==> config.mk <==
export PLATFORM = sky130hd
export DESIGN_NAME = noc_local_sink
export DESIGN_NICKNAME = d
export VERILOG_FILES = /design/src/rtl/noc_local_sink.sv
export SDC_FILE = /design/constraint.sdc
export NUM_CORES = 1
export LEC_CHECK = 0
export BUFFER_PORTS_ARGS = -buffer_cell sky130_fd_sc_hd__buf_2
export CORE_UTILIZATION = 35
export CTS_BUF_LIST = sky130_fd_sc_hd__clkbuf_16
export CTS_CLUSTER_SIZE = 16
export DETAILED_ROUTE_END_ITERATION = 7
export PLACE_DENSITY = 0.58
export RECOVER_POWER = 50
export SYNTH_ARGS = -nofsm -noshare
export SYNTH_HDL_FRONTEND = slang
export SYNTH_SLANG_ARGS = --single-unit
==> constraint.sdc <==
create_clock -name clk -period 3.4 [get_ports clk]
set_input_delay 0.17 -clock clk [delete_from_list [all_inputs] [get_ports clk]]
set_output_delay 0.17 -clock clk [all_outputs]
set_load 0.02 [all_outputs]
==> src/rtl/noc_local_sink.sv <==
// noc_params: shared NoC types (VC count, flit format) used by the local sink.
// noc_local_sink: ejection-side network interface on a router's local output.
//   Buffers incoming flits per VC, reports on/off and allocatable status back
//   to the router, checks packet framing and destination, and delivers whole
//   packets to the local consumer over valid/ready with round-robin VC choice.
// Ports:
//   clk, rst          clock / asynchronous active-low reset
//   data_i, is_valid_i   flit from the router local output
//   is_on_off_o       per-VC on/off (enough free slots left)
//   is_allocatable_o  per-VC idle-and-empty indication
//   flit_o, flit_valid_o, flit_ready_i  consumer handshake (fall-through)
//   err_o             sticky per-VC protocol error
//   pkt_count_o       delivered packet counter (wraps)

package noc_params;
  localparam int unsigned VC_NUM           = 2;
  localparam int unsigned VC_SIZE          = (VC_NUM > 1) ? $clog2(VC_NUM) : 1;
  localparam int unsigned DEST_ADDR_SIZE_X = 2;
  localparam int unsigned DEST_ADDR_SIZE_Y = 2;
  localparam int unsigned PAYLOAD_SIZE     = 16;

  typedef enum logic [1:0] {
    HEAD     = 2'b00,
    BODY     = 2'b01,
    TAIL     = 2'b10,
    HEADTAIL = 2'b11
  } flit_label_t;

  typedef struct packed {
    logic [DEST_ADDR_SIZE_X-1:0] x_dest;
    logic [DEST_ADDR_SIZE_Y-1:0] y_dest;
  } head_data_t;

  typedef struct packed {
    flit_label_t               flit_label;
    logic [VC_SIZE-1:0]        vc_id;
    head_data_t                head_data;
    logic [PAYLOAD_SIZE-1:0]   data;
  } flit_t;
endpackage

module noc_local_sink
  import noc_params::*;
#(
  parameter int unsigned BUFFER_SIZE   = 8,
  parameter int unsigned MY_X          = 0,
  parameter int unsigned MY_Y          = 0,
  parameter int unsigned ON_OFF_MARGIN = 2
) (
  input  logic              clk,
  input  logic              rst,
  input  flit_t             data_i,
  input  logic              is_valid_i,
  output logic [VC_NUM-1:0] is_on_off_o,
  output logic [VC_NUM-1:0] is_allocatable_o,
  output flit_t             flit_o,
  output logic              flit_valid_o,
  input  logic              flit_ready_i,
  output logic [VC_NUM-1:0] err_o,
  output logic [15:0]       pkt_count_o
);

  localparam int unsigned PTR_W    = $clog2(BUFFER_SIZE);
  localparam int unsigned CNT_W    = PTR_W + 1;
  localparam int unsigned ON_LIMIT = BUFFER_SIZE - ON_OFF_MARGIN;

  typedef enum logic {
    IDLE      = 1'b0,
    RECEIVING = 1'b1
  } rx_state_t;

  // Read-side state
  logic               locked;      // packet in flight on locked_vc
  logic [VC_SIZE-1:0] locked_vc;
  logic               hold;        // previous cycle presented a flit that was not taken
  logic [VC_SIZE-1:0] hold_vc;
  logic [VC_SIZE-1:0] rr_ptr;
  logic [15:0]        pkt_count;

  logic [VC_SIZE-1:0] sel;
  logic [VC_SIZE-1:0] rr_sel;
  logic               rr_found;
  logic               fire;
  logic [VC_NUM-1:0]  empty;
  flit_t              head_flit [VC_NUM];
  logic               dest_bad;

  assign dest_bad = (data_i.head_data.x_dest != DEST_ADDR_SIZE_X'(MY_X)) ||
                    (data_i.head_data.y_dest != DEST_ADDR_SIZE_Y'(MY_Y));

  // Per-VC buffer, receive FSM and status flags
  for (genvar v = 0; v < int'(VC_NUM); v++) begin : g_vc
    flit_t            mem [BUFFER_SIZE];
    logic [PTR_W-1:0] wr_ptr;
    logic [PTR_W-1:0] rd_ptr;
    logic [CNT_W-1:0] count;
    logic [CNT_W-1:0] count_nxt;
    rx_state_t        state;
    rx_state_t        state_nxt;
    logic             err_q;
    logic             on_off_q;
    logic             alloc_q;
    logic             wr_en;
    logic             wr_ok;
    logic             rd_en;
    logic             proto_err;

    assign wr_en        = is_valid_i && (data_i.vc_id == VC_SIZE'(v));
    // A full buffer rejects the write even if a read frees a slot this edge.
    assign wr_ok        = wr_en && (count != CNT_W'(BUFFER_SIZE));
    assign rd_en        = fire && (sel == VC_SIZE'(v));
    assign empty[v]     = (count == '0);
    assign head_flit[v] = mem[rd_ptr];
    assign count_nxt    = count + CNT_W'(wr_ok) - CNT_W'(rd_en);

    // Framing / destination checks and next receive state
    always_comb begin
      state_nxt = state;
      proto_err = wr_en && !wr_ok;
      if (wr_ok) begin
        case (data_i.flit_label)
          HEAD: begin
            if (state == RECEIVING || dest_bad) proto_err = 1'b1;
            state_nxt = RECEIVING;
          end
          HEADTAIL: begin
            if (state == RECEIVING || dest_bad) proto_err = 1'b1;
            state_nxt = IDLE;
          end
          BODY: begin
            if (state == IDLE) proto_err = 1'b1;
          end
          TAIL: begin
            if (state == IDLE) proto_err = 1'b1;
            state_nxt = IDLE;
          end
          default: state_nxt = state;
        endcase
      end
    end

    // Storage carries no reset; validity is tracked by the pointers
    always_ff @(posedge clk) begin
      if (wr_ok) mem[wr_ptr] <= data_i;
    end

    always_ff @(posedge clk or negedge rst) begin
      if (!rst) begin
        wr_ptr   <= '0;
        rd_ptr   <= '0;
        count    <= '0;
        state    <= IDLE;
        err_q    <= 1'b0;
        on_off_q <= 1'b1;
        alloc_q  <= 1'b1;
      end else begin
        if (wr_ok) wr_ptr <= wr_ptr + PTR_W'(1);
        if (rd_en) rd_ptr <= rd_ptr + PTR_W'(1);
        count    <= count_nxt;
        state    <= state_nxt;
        if (proto_err) err_q <= 1'b1;
        on_off_q <= (count_nxt <= CNT_W'(ON_LIMIT));
        alloc_q  <= (state_nxt == IDLE) && (count_nxt == '0);
      end
    end

    assign is_on_off_o[v]      = on_off_q;
    assign is_allocatable_o[v] = alloc_q;
    assign err_o[v]            = err_q;
  end

  // Round-robin search over non-empty VCs, starting after rr_ptr
  always_comb begin
    rr_sel   = rr_ptr;
    rr_found = 1'b0;
    for (int i = 1; i <= int'(VC_NUM); i++) begin
      if (!rr_found && !empty[VC_SIZE'((int'(rr_ptr) + i) % int'(VC_NUM))]) begin
        rr_found = 1'b1;
        rr_sel   = VC_SIZE'((int'(rr_ptr) + i) % int'(VC_NUM));
      end
    end
  end

  // Selection: in-flight packet first, then a stalled presentation, then RR
  always_comb begin
    if (locked)    sel = locked_vc;
    else if (hold) sel = hold_vc;
    else           sel = rr_sel;
    flit_valid_o = !empty[sel];
    flit_o       = flit_valid_o ? head_flit[sel] : '0;
    fire         = flit_valid_o && flit_ready_i;
  end

  // Packet lock, round-robin pointer and delivered-packet counter
  always_ff @(posedge clk or negedge rst) begin
    if (!rst) begin
      locked    <= 1'b0;
      locked_vc <= '0;
      hold      <= 1'b0;
      hold_vc   <= '0;
      rr_ptr    <= '0;
      pkt_count <= '0;
    end else begin
      hold    <= flit_valid_o && !flit_ready_i;
      hold_vc <= sel;
      if (fire) begin
        case (head_flit[sel].flit_label)
          HEAD: begin
            locked    <= 1'b1;
            locked_vc <= sel;
            rr_ptr    <= sel;
          end
          HEADTAIL: begin
            locked    <= 1'b0;
            rr_ptr    <= sel;
            pkt_count <= pkt_count + 16'd1;
          end
          TAIL: begin
            locked    <= 1'b0;
            pkt_count <= pkt_count + 16'd1;
          end
          default: locked <= locked;
        endcase
      end
    end
  end

  assign pkt_count_o = pkt_count;

endmodule

==> impl_metrics.py, run 1 <==
metrics = {
    "status": {
        "status": "complete, but fails checks",
        "violations": "DRC, capacitance limit, slew limit",
    },
    "clocking": {
        "numCtsBuffers": 46,
        "insertion_delay_ps": 560,
        "cts.reportedPaths.clkPinSlew_ps": 60,
        "cts_tree": "built",
        "clock_sinks": 417,
        "htreeDepth": 2,
        "clockBufferDepth": 3,
        "root_buffer": "clkbuf_16",
    },
    "worst_hold_path": {
        "worst_hold_path_type": "in -> reg",
        "min_to": "g_vc[1].mem[3][18]",
        "worstHoldStart": "data_i[18]",
        "hold-path-cell-count": 1,
    },
    "critical_path": {
        "r2r_start": "g_vc[0].count[2]",
        "max_stage_delay_ps": 390,
        "cpMaxStageDelayCell": "or3b_4",
        "crit_family": "compound AO/OA/AOI/OAI gates",
        "cp-startpoint": "g_vc[0].count[2]",
        "critPathCaptureType": "output pin",
        "startpoint_type": "flop",
        "critPathRequiredTime_ps": 3230,
        "worstPathArrival_ps": 3030,
        "worstPathCellList": "inv_1 -> ha_1 -> or3b_4 -> xor2_1 -> a21oi_4 -> buf_6 -> a211oi_1 -> a211oi_2 -> buf_2",
        "rr_worst_depth": 13,
        "crit_fanout": 22,
        "r2r_end": "g_vc[1].alloc_q",
        "path_buf_inv": 3,
        "worstSetupPathType": "reg -> out",
        "r2r_setup_slack_ps": 290,
    },
    "sta": {
        "layout_setup_ws_ps": 197,
        "finalMaxSlewViolations": 40,
        "setup_viol": 0,
        "skew_ps": 10.4,
        "fin_crit_sh": 0.942,
        "relSlewSlack": -0.484,
        "layout_min_cycle_time_ps": 3200,
        "fmax_mhz": 312,
        "rsz0062_at_grt": "false",
        "timing.hold.ws_ps": 254,
        "hold_viol": 0,
        "worst_slew_pin_slew_ps": 2230,
        "fin_tns_setup_ps": 0,
    },
    "place": {
        "dpl_worst_slack_ps": 217,
        "routabilityCongestion": 0.749,
        "hpwl_mm": 21.9,
        "port_buffers": 72,
    },
    "die": {
        "die_h_um": 220,
        "die-area_um2": 48500,
        "placementRows": 79,
        "initial_core_util": 0.357,
        "core-area_um2": 46800,
        "die_w_um": 220,
        "ioPinCount": 73,
    },
    "yosys": {
        "synth_seq_cells": 417,
        "synth_nets": 897,
        "yosysWarnings": 0,
        "synthFlopType": "edfxtp_1",
        "synthArstFlopShare": 0.118,
        "avgSynthCellArea_um2": 19.7,
        "synth-edff-count": 368,
        "syn_inst": 845,
        "synthesis.area_um2": 16700,
        "synth.distinct_cells": 50,
        "ys_seq_area_frac": 0.736,
    },
    "pwr": {
        "power_density_nw_per_um2": 865,
        "peakVddDrop_v": 0.000419,
        "power.leakage_nw": 6.68,
        "power_w": 0.0171,
    },
    "route": {
        "ant_nets": 0,
        "via_count": 8326,
        "drt_iter0_drc": 625,
        "via_per_inst": 5.09,
        "finalWirelength_mm": 37.2,
        "first_pass_iters": 7,
        "wl_per_cell_um": 22.7,
        "drcViolationCount": 4,
    },
    "grt": {
        "grt_pass1_vias": 8873,
        "antenna_found_initial": 0,
        "grt_pass1_wl_mm": 56.6,
        "grt_max_degree": 40,
        "overflow": 0,
        "grt.total_usage": 0.161,
    },
    "cells_and_area": {
        "nets": 1044,
        "drive_gt1_frac": 0.269,
        "area_delta_synth_final_pct": 18.5,
    },
    "flow_run": {
        "max-cap-violations": 1,
    },
}
## worst max path at each step
stage                        end  slack [ps]  cells past startpoint
2_1_floorplan  g_vc[1].mem[4][0]         270                      6
3_5_place_dp     pkt_count_o[12]         220                     13
5_1_grt                flit_o[7]          10                      9
4_1_cts                flit_o[3]          40                      9
6_report               flit_o[2]         200                      9
3_3_place_gp     pkt_count_o[12]         290                     13
## flip-flops by register name (all words and copies together) (netlist names)
signal,flops
locked_vc,1
g_vc.rd_ptr,6
g_vc.state,2
g_vc.wr_ptr,6
g_vc.mem,368
g_vc.on_off_q,2
hold,1
g_vc.err_q,2
g_vc.count,8
rr_ptr,1
g_vc.alloc_q,2
locked,1
hold_vc,1
pkt_count_o,16
## metrics by stage
step                std cells  utilization  area, µm²
detailed placement       1524        0.387      18100
finish                   1636        0.423      19800
CTS                      1633        0.423      19800
global placement         1524        0.387      18100
global route             1635        0.423      19800
floorplan                 845            -      16700
## power breakdown
part           total [W]  switching, W  internal, W
sequential       0.00654      0.000372      0.00616
clock            0.00469       0.00196      0.00272
combinational    0.00586       0.00341      0.00246
total             0.0171       0.00574       0.0113
## final cells by class
class	count	area [µm²]
Clock inverter	37	243
Timing Repair Buffer	142	958
Inverter	22	82.6
Antenna cell	1	2.50
Sequential cell	417	12300
Fill cell	4080	27000
Clock buffer	47	1180
Multi-Input combinational cell	363	4250
Tap cell	607	759
## cell usage in the layout (no fill, tap or decap), types with 23 or more instances in the layout
cell             n
edfxtp_1       368
mux4_2          92
clkbuf_16       47
clkbuf_1        46
dfrtp_1         39
buf_4           37
a211oi_1        34
nand2_1         30
inv_1           29
buf_2           27
dlygate4sd3_1   25
mux2i_1         23
ha_1            23
## cells by family after synthesis
logic type	share of synthesized area
muxes	0.143
AOI/OAI and AO/OA	0.0298
adders and majority gates	0.0197
xor gates and xnor gates	0.0142
buffers and inverters	0.0179
DFF	0.736
and+or+nand+nor	0.0388
## synthesized netlist by cell type (2+ instances only)
| library cell | instances | area [µm²] |
|---|---|---|
| a211oi_1 | 43 | 323 |
| a21o_1 | 2 | 15.0 |
| a21oi_1 | 7 | 35.0 |
| a31oi_1 | 2 | 12.5 |
| and3_1 | 5 | 31.3 |
| and4_1 | 2 | 17.5 |
| buf_1 | 2 | 7.51 |
| buf_2 | 14 | 70.1 |
| buf_4 | 8 | 60.1 |
| clkbuf_1 | 18 | 67.6 |
| dfrtp_1 | 45 | 1130 |
| dfstp_2 | 4 | 105 |
| edfxtp_1 | 368 | 11100 |
| fa_1 | 2 | 40.0 |
| ha_1 | 23 | 288 |
| inv_1 | 20 | 75.1 |
| mux2_2 | 7 | 78.8 |
| mux2i_1 | 23 | 230 |
| mux4_2 | 92 | 2070 |
| nand2_1 | 30 | 113 |
| nand2b_1 | 7 | 43.8 |
| nand3_1 | 2 | 10.0 |
| nand4_1 | 5 | 31.3 |
| nor2_1 | 26 | 97.6 |
| nor2b_1 | 23 | 144 |
| nor3_1 | 9 | 45.0 |
| nor3b_1 | 4 | 30.0 |
| nor4_1 | 2 | 12.5 |
| o21ai_0 | 3 | 15.0 |
| or3_1 | 2 | 12.5 |
| xnor2_1 | 12 | 105 |
| xor2_1 | 15 | 131 |
## timing repair
item | CTS | global route
gates resized for setup | 7 | 5
endpoints found under the setup margin | 9 | 11
hold buffers | 25 | 0
buffers inserted | 0 | 2
pin swaps | 0 | 1
endpoints found under the hold margin | 372 | 0
## layer usage
layer,up-vias,share of wire,track usage
met1,4424,0.44,0.217
met5,-,0,0
li1,3689,-,-
met3,48,0.039,0.0256
met4,0,0.019,0.0506
met2,165,0.50,0.266
(Power assumes the default switching activity.)
==> run 2: changes to the inputs <==
--- a/config.mk
+++ b/config.mk
@@ -5,7 +5,7 @@
 export SDC_FILE = /design/constraint.sdc
 export NUM_CORES = 1
 export LEC_CHECK = 0
-export BUFFER_PORTS_ARGS = -buffer_cell sky130_fd_sc_hd__buf_2
+export BUFFER_PORTS_ARGS = -buffer_cell sky130_fd_sc_hd__clkbuf_2
 export CORE_UTILIZATION = 35
 export CTS_BUF_LIST = sky130_fd_sc_hd__clkbuf_16
 export CTS_CLUSTER_SIZE = 16
==> impl_metrics.py, run 2 (same netlist as run 1, synthesis figures left out) <==
metrics = {
    "sta": {
        "finalMaxSlewViolations": 32,
        "worst_slew_pin_slew_ps": 1800,
        "hold_viol": 0,
        "fin_crit_sh": 0.940,
        "skew_ps": 7.68,
        "fmax_mhz": 313,
        "rsz0062_at_grt": "false",
        "layout_min_cycle_time_ps": 3200,
        "relSlewSlack": -0.200,
        "fin_tns_setup_ps": 0,
        "setup_viol": 0,
    },
    "critical_path": {
        "worstPathArrival_ps": 3030,
        "path_buf_inv": 3,
        "rr_worst_depth": 14,
        "startpoint_type": "flop",
        "worstPathCellList": "inv_1 -> ha_1 -> or3b_4 -> xor2_1 -> a21oi_4 -> buf_8 -> a211oi_1 -> a211oi_2 -> clkbuf_2",
        "critPathRequiredTime_ps": 3230,
        "critPathCaptureType": "output pin",
        "worstSetupPathType": "reg -> out",
        "max_stage_delay_ps": 400,
        "crit_fanout": 24,
        "crit_family": "compound AO/OA/AOI/OAI gates",
        "cpMaxStageDelayCell": "or3b_4",
        "crit_cells": 9,
    },
    "die": {
        "core-area_um2": 46800,
        "placementRows": 79,
        "ioPinCount": 73,
        "initial_core_util": 0.357,
        "die_w_um": 220,
        "die_h_um": 220,
        "die-area_um2": 48500,
    },
    "cells_and_area": {
        "nets": 1026,
        "layout_commonest_cell": "edfxtp_1",
        "final_cell_mix": "edfxtp_1 (368), mux4_2 (92), clkbuf_16 (45), clkbuf_1 (45), buf_4 (41)",
        "fin_area_um2": 19600,
        "largest_reg_flops": 368,
        "area_delta_synth_final_pct": 17.5,
        "largest-register": "g_vc.mem",
        "drive_gt1_frac": 0.281,
    },
    "clocking": {
        "cts.reportedPaths.clkPinSlew_ps": 60,
        "insertion_delay_ps": 570,
        "numCtsBuffers": 44,
        "cts_tree": "built",
        "clock_sinks": 417,
        "htreeDepth": 2,
        "clockBufferDepth": 3,
        "root_buffer": "clkbuf_16",
    },
    "pwr": {
        "power_density_nw_per_um2": 877,
        "power.leakage_nw": 6.62,
        "peakVddDrop_v": 0.000511,
    },
    "status": {
        "violations": "DRC, capacitance limit, slew limit",
        "status": "complete, but fails checks",
    },
    "route": {
        "via_count": 8080,
        "via_per_inst": 5.00,
        "wl_per_cell_um": 22.7,
        "drcViolationCount": 4,
        "first_pass_iters": 6,
        "finalWirelength_mm": 36.7,
        "ant_nets": 0,
        "drt_iter0_drc": 661,
    },
    "worst_hold_path": {
        "hold-path-cell-count": 4,
        "worst_hold_path_type": "in -> reg",
    },
    "place": {
        "hpwl_mm": 21.7,
        "postPlaceCellArea_um2": 18100,
        "port_buffers": 72,
        "routabilityCongestion": 0.739,
    },
    "grt": {
        "overflow": 0,
        "grt_pass1_vias": 8496,
        "grt.total_usage": 0.158,
        "grt_pass1_wl_mm": 55.3,
        "grt_max_degree": 32,
        "antenna_found_initial": 1,
    },
    "flow_run": {
        "max-cap-violations": 1,
    },
}
run 2: cell count changes in the layout (fill, tap and decap cells not counted), moves of 3 or more:
cell / previous run / this run
clkbuf_2: 0 / 29
buf_2: 27 / 0
dlygate4sd3_1: 25 / 6
clkinv_1: 15 / 10
buf_4: 37 / 41
bufinv_16: 3 / 6
clkinvlp_4: 0 / 3
inv_1: 29 / 26
run 2: worst reg2reg max path: stages (launching register included):
cell     delay [ps]
dfrtp_1         360
inv_1            90
ha_1            150
or3b_4          400
xor2_1          180
a21oi_4         290
buf_4           180
nor2_1           50
ha_1            260
inv_1            50
ha_1            150
inv_1            60
fa_1            390
xnor2_1         170
nor4_1          300
run 2: layer usage:
metal	up-vias	wire, µm	share of wire	GRT usage
met4	0	744	0.020	0.0434
met3	62	1700	0.046	0.0289
met1	4212	16100	0.44	0.214
li1	3658	-	-	-
met2	148	18200	0.50	0.262
met5	-	0	0	0
run 2: where the power goes:
| part | switching, W | internal (W) | total [W] |
|---|---|---|---|
| combinational | 0.00336 | 0.00244 | 0.00579 |
| sequential | 0.000384 | 0.00616 | 0.00655 |
| clock | 0.00199 | 0.00286 | 0.00485 |
run 2: cell type report:
| cell class | instances | area, µm² |
|---|---|---|
| tap | 607 | 759 |
| fill | 4090 | 27200 |
| clock inverter | 36 | 330 |
| multi-input combinational | 363 | 4240 |
| timing repair buffer | 126 | 768 |
| antenna | 1 | 2.50 |
| inverter | 22 | 82.6 |
| clock buffer | 45 | 1130 |
| sequential | 417 | 12300 |
run 2: worst paths after layout:
kind,start,to,slack [ps]
setup / recovery,g_vc[0].count[2],flit_o[13],200
hold / removal,data_i[20],g_vc[0].err_q,110
setup reg to reg,g_vc[0].count[2],g_vc[1].alloc_q,230
hold reg to reg,pkt_count_o[15],pkt_count_o[15],470
max in group asynchronous,rst,g_vc[1].rd_ptr[0],840
min in group asynchronous,rst,pkt_count_o[8],630
run 2: timing repair:
item,4_1_cts,5_1_grt
pin swaps,0,1
resized for setup,5,6
endpoints found under the setup margin,7,18
buffers inserted,0,2
endpoints found under the hold margin,67,0
gates cloned,0,0
hold buffers,6,0
run 2: through the flow:
| stage | setup WS [ps] | cells | total power, W | hold slack [ps] | utilization |
|---|---|---|---|---|---|
| after floorplan | 268 | 845 | 0.0105 | -126 | - |
| after global placement | 294 | 1527 | 0.0124 | 291 | 0.387 |
| after detailed placement | 168 | 1527 | 0.0125 | 295 | 0.387 |
| after CTS | 34.0 | 1614 | 0.0174 | 0.556 | 0.420 |
| after global routing | 1.14 | 1616 | 0.0181 | 136 | 0.419 |
| final | 204 | 1617 | 0.0172 | 107 | 0.419 |
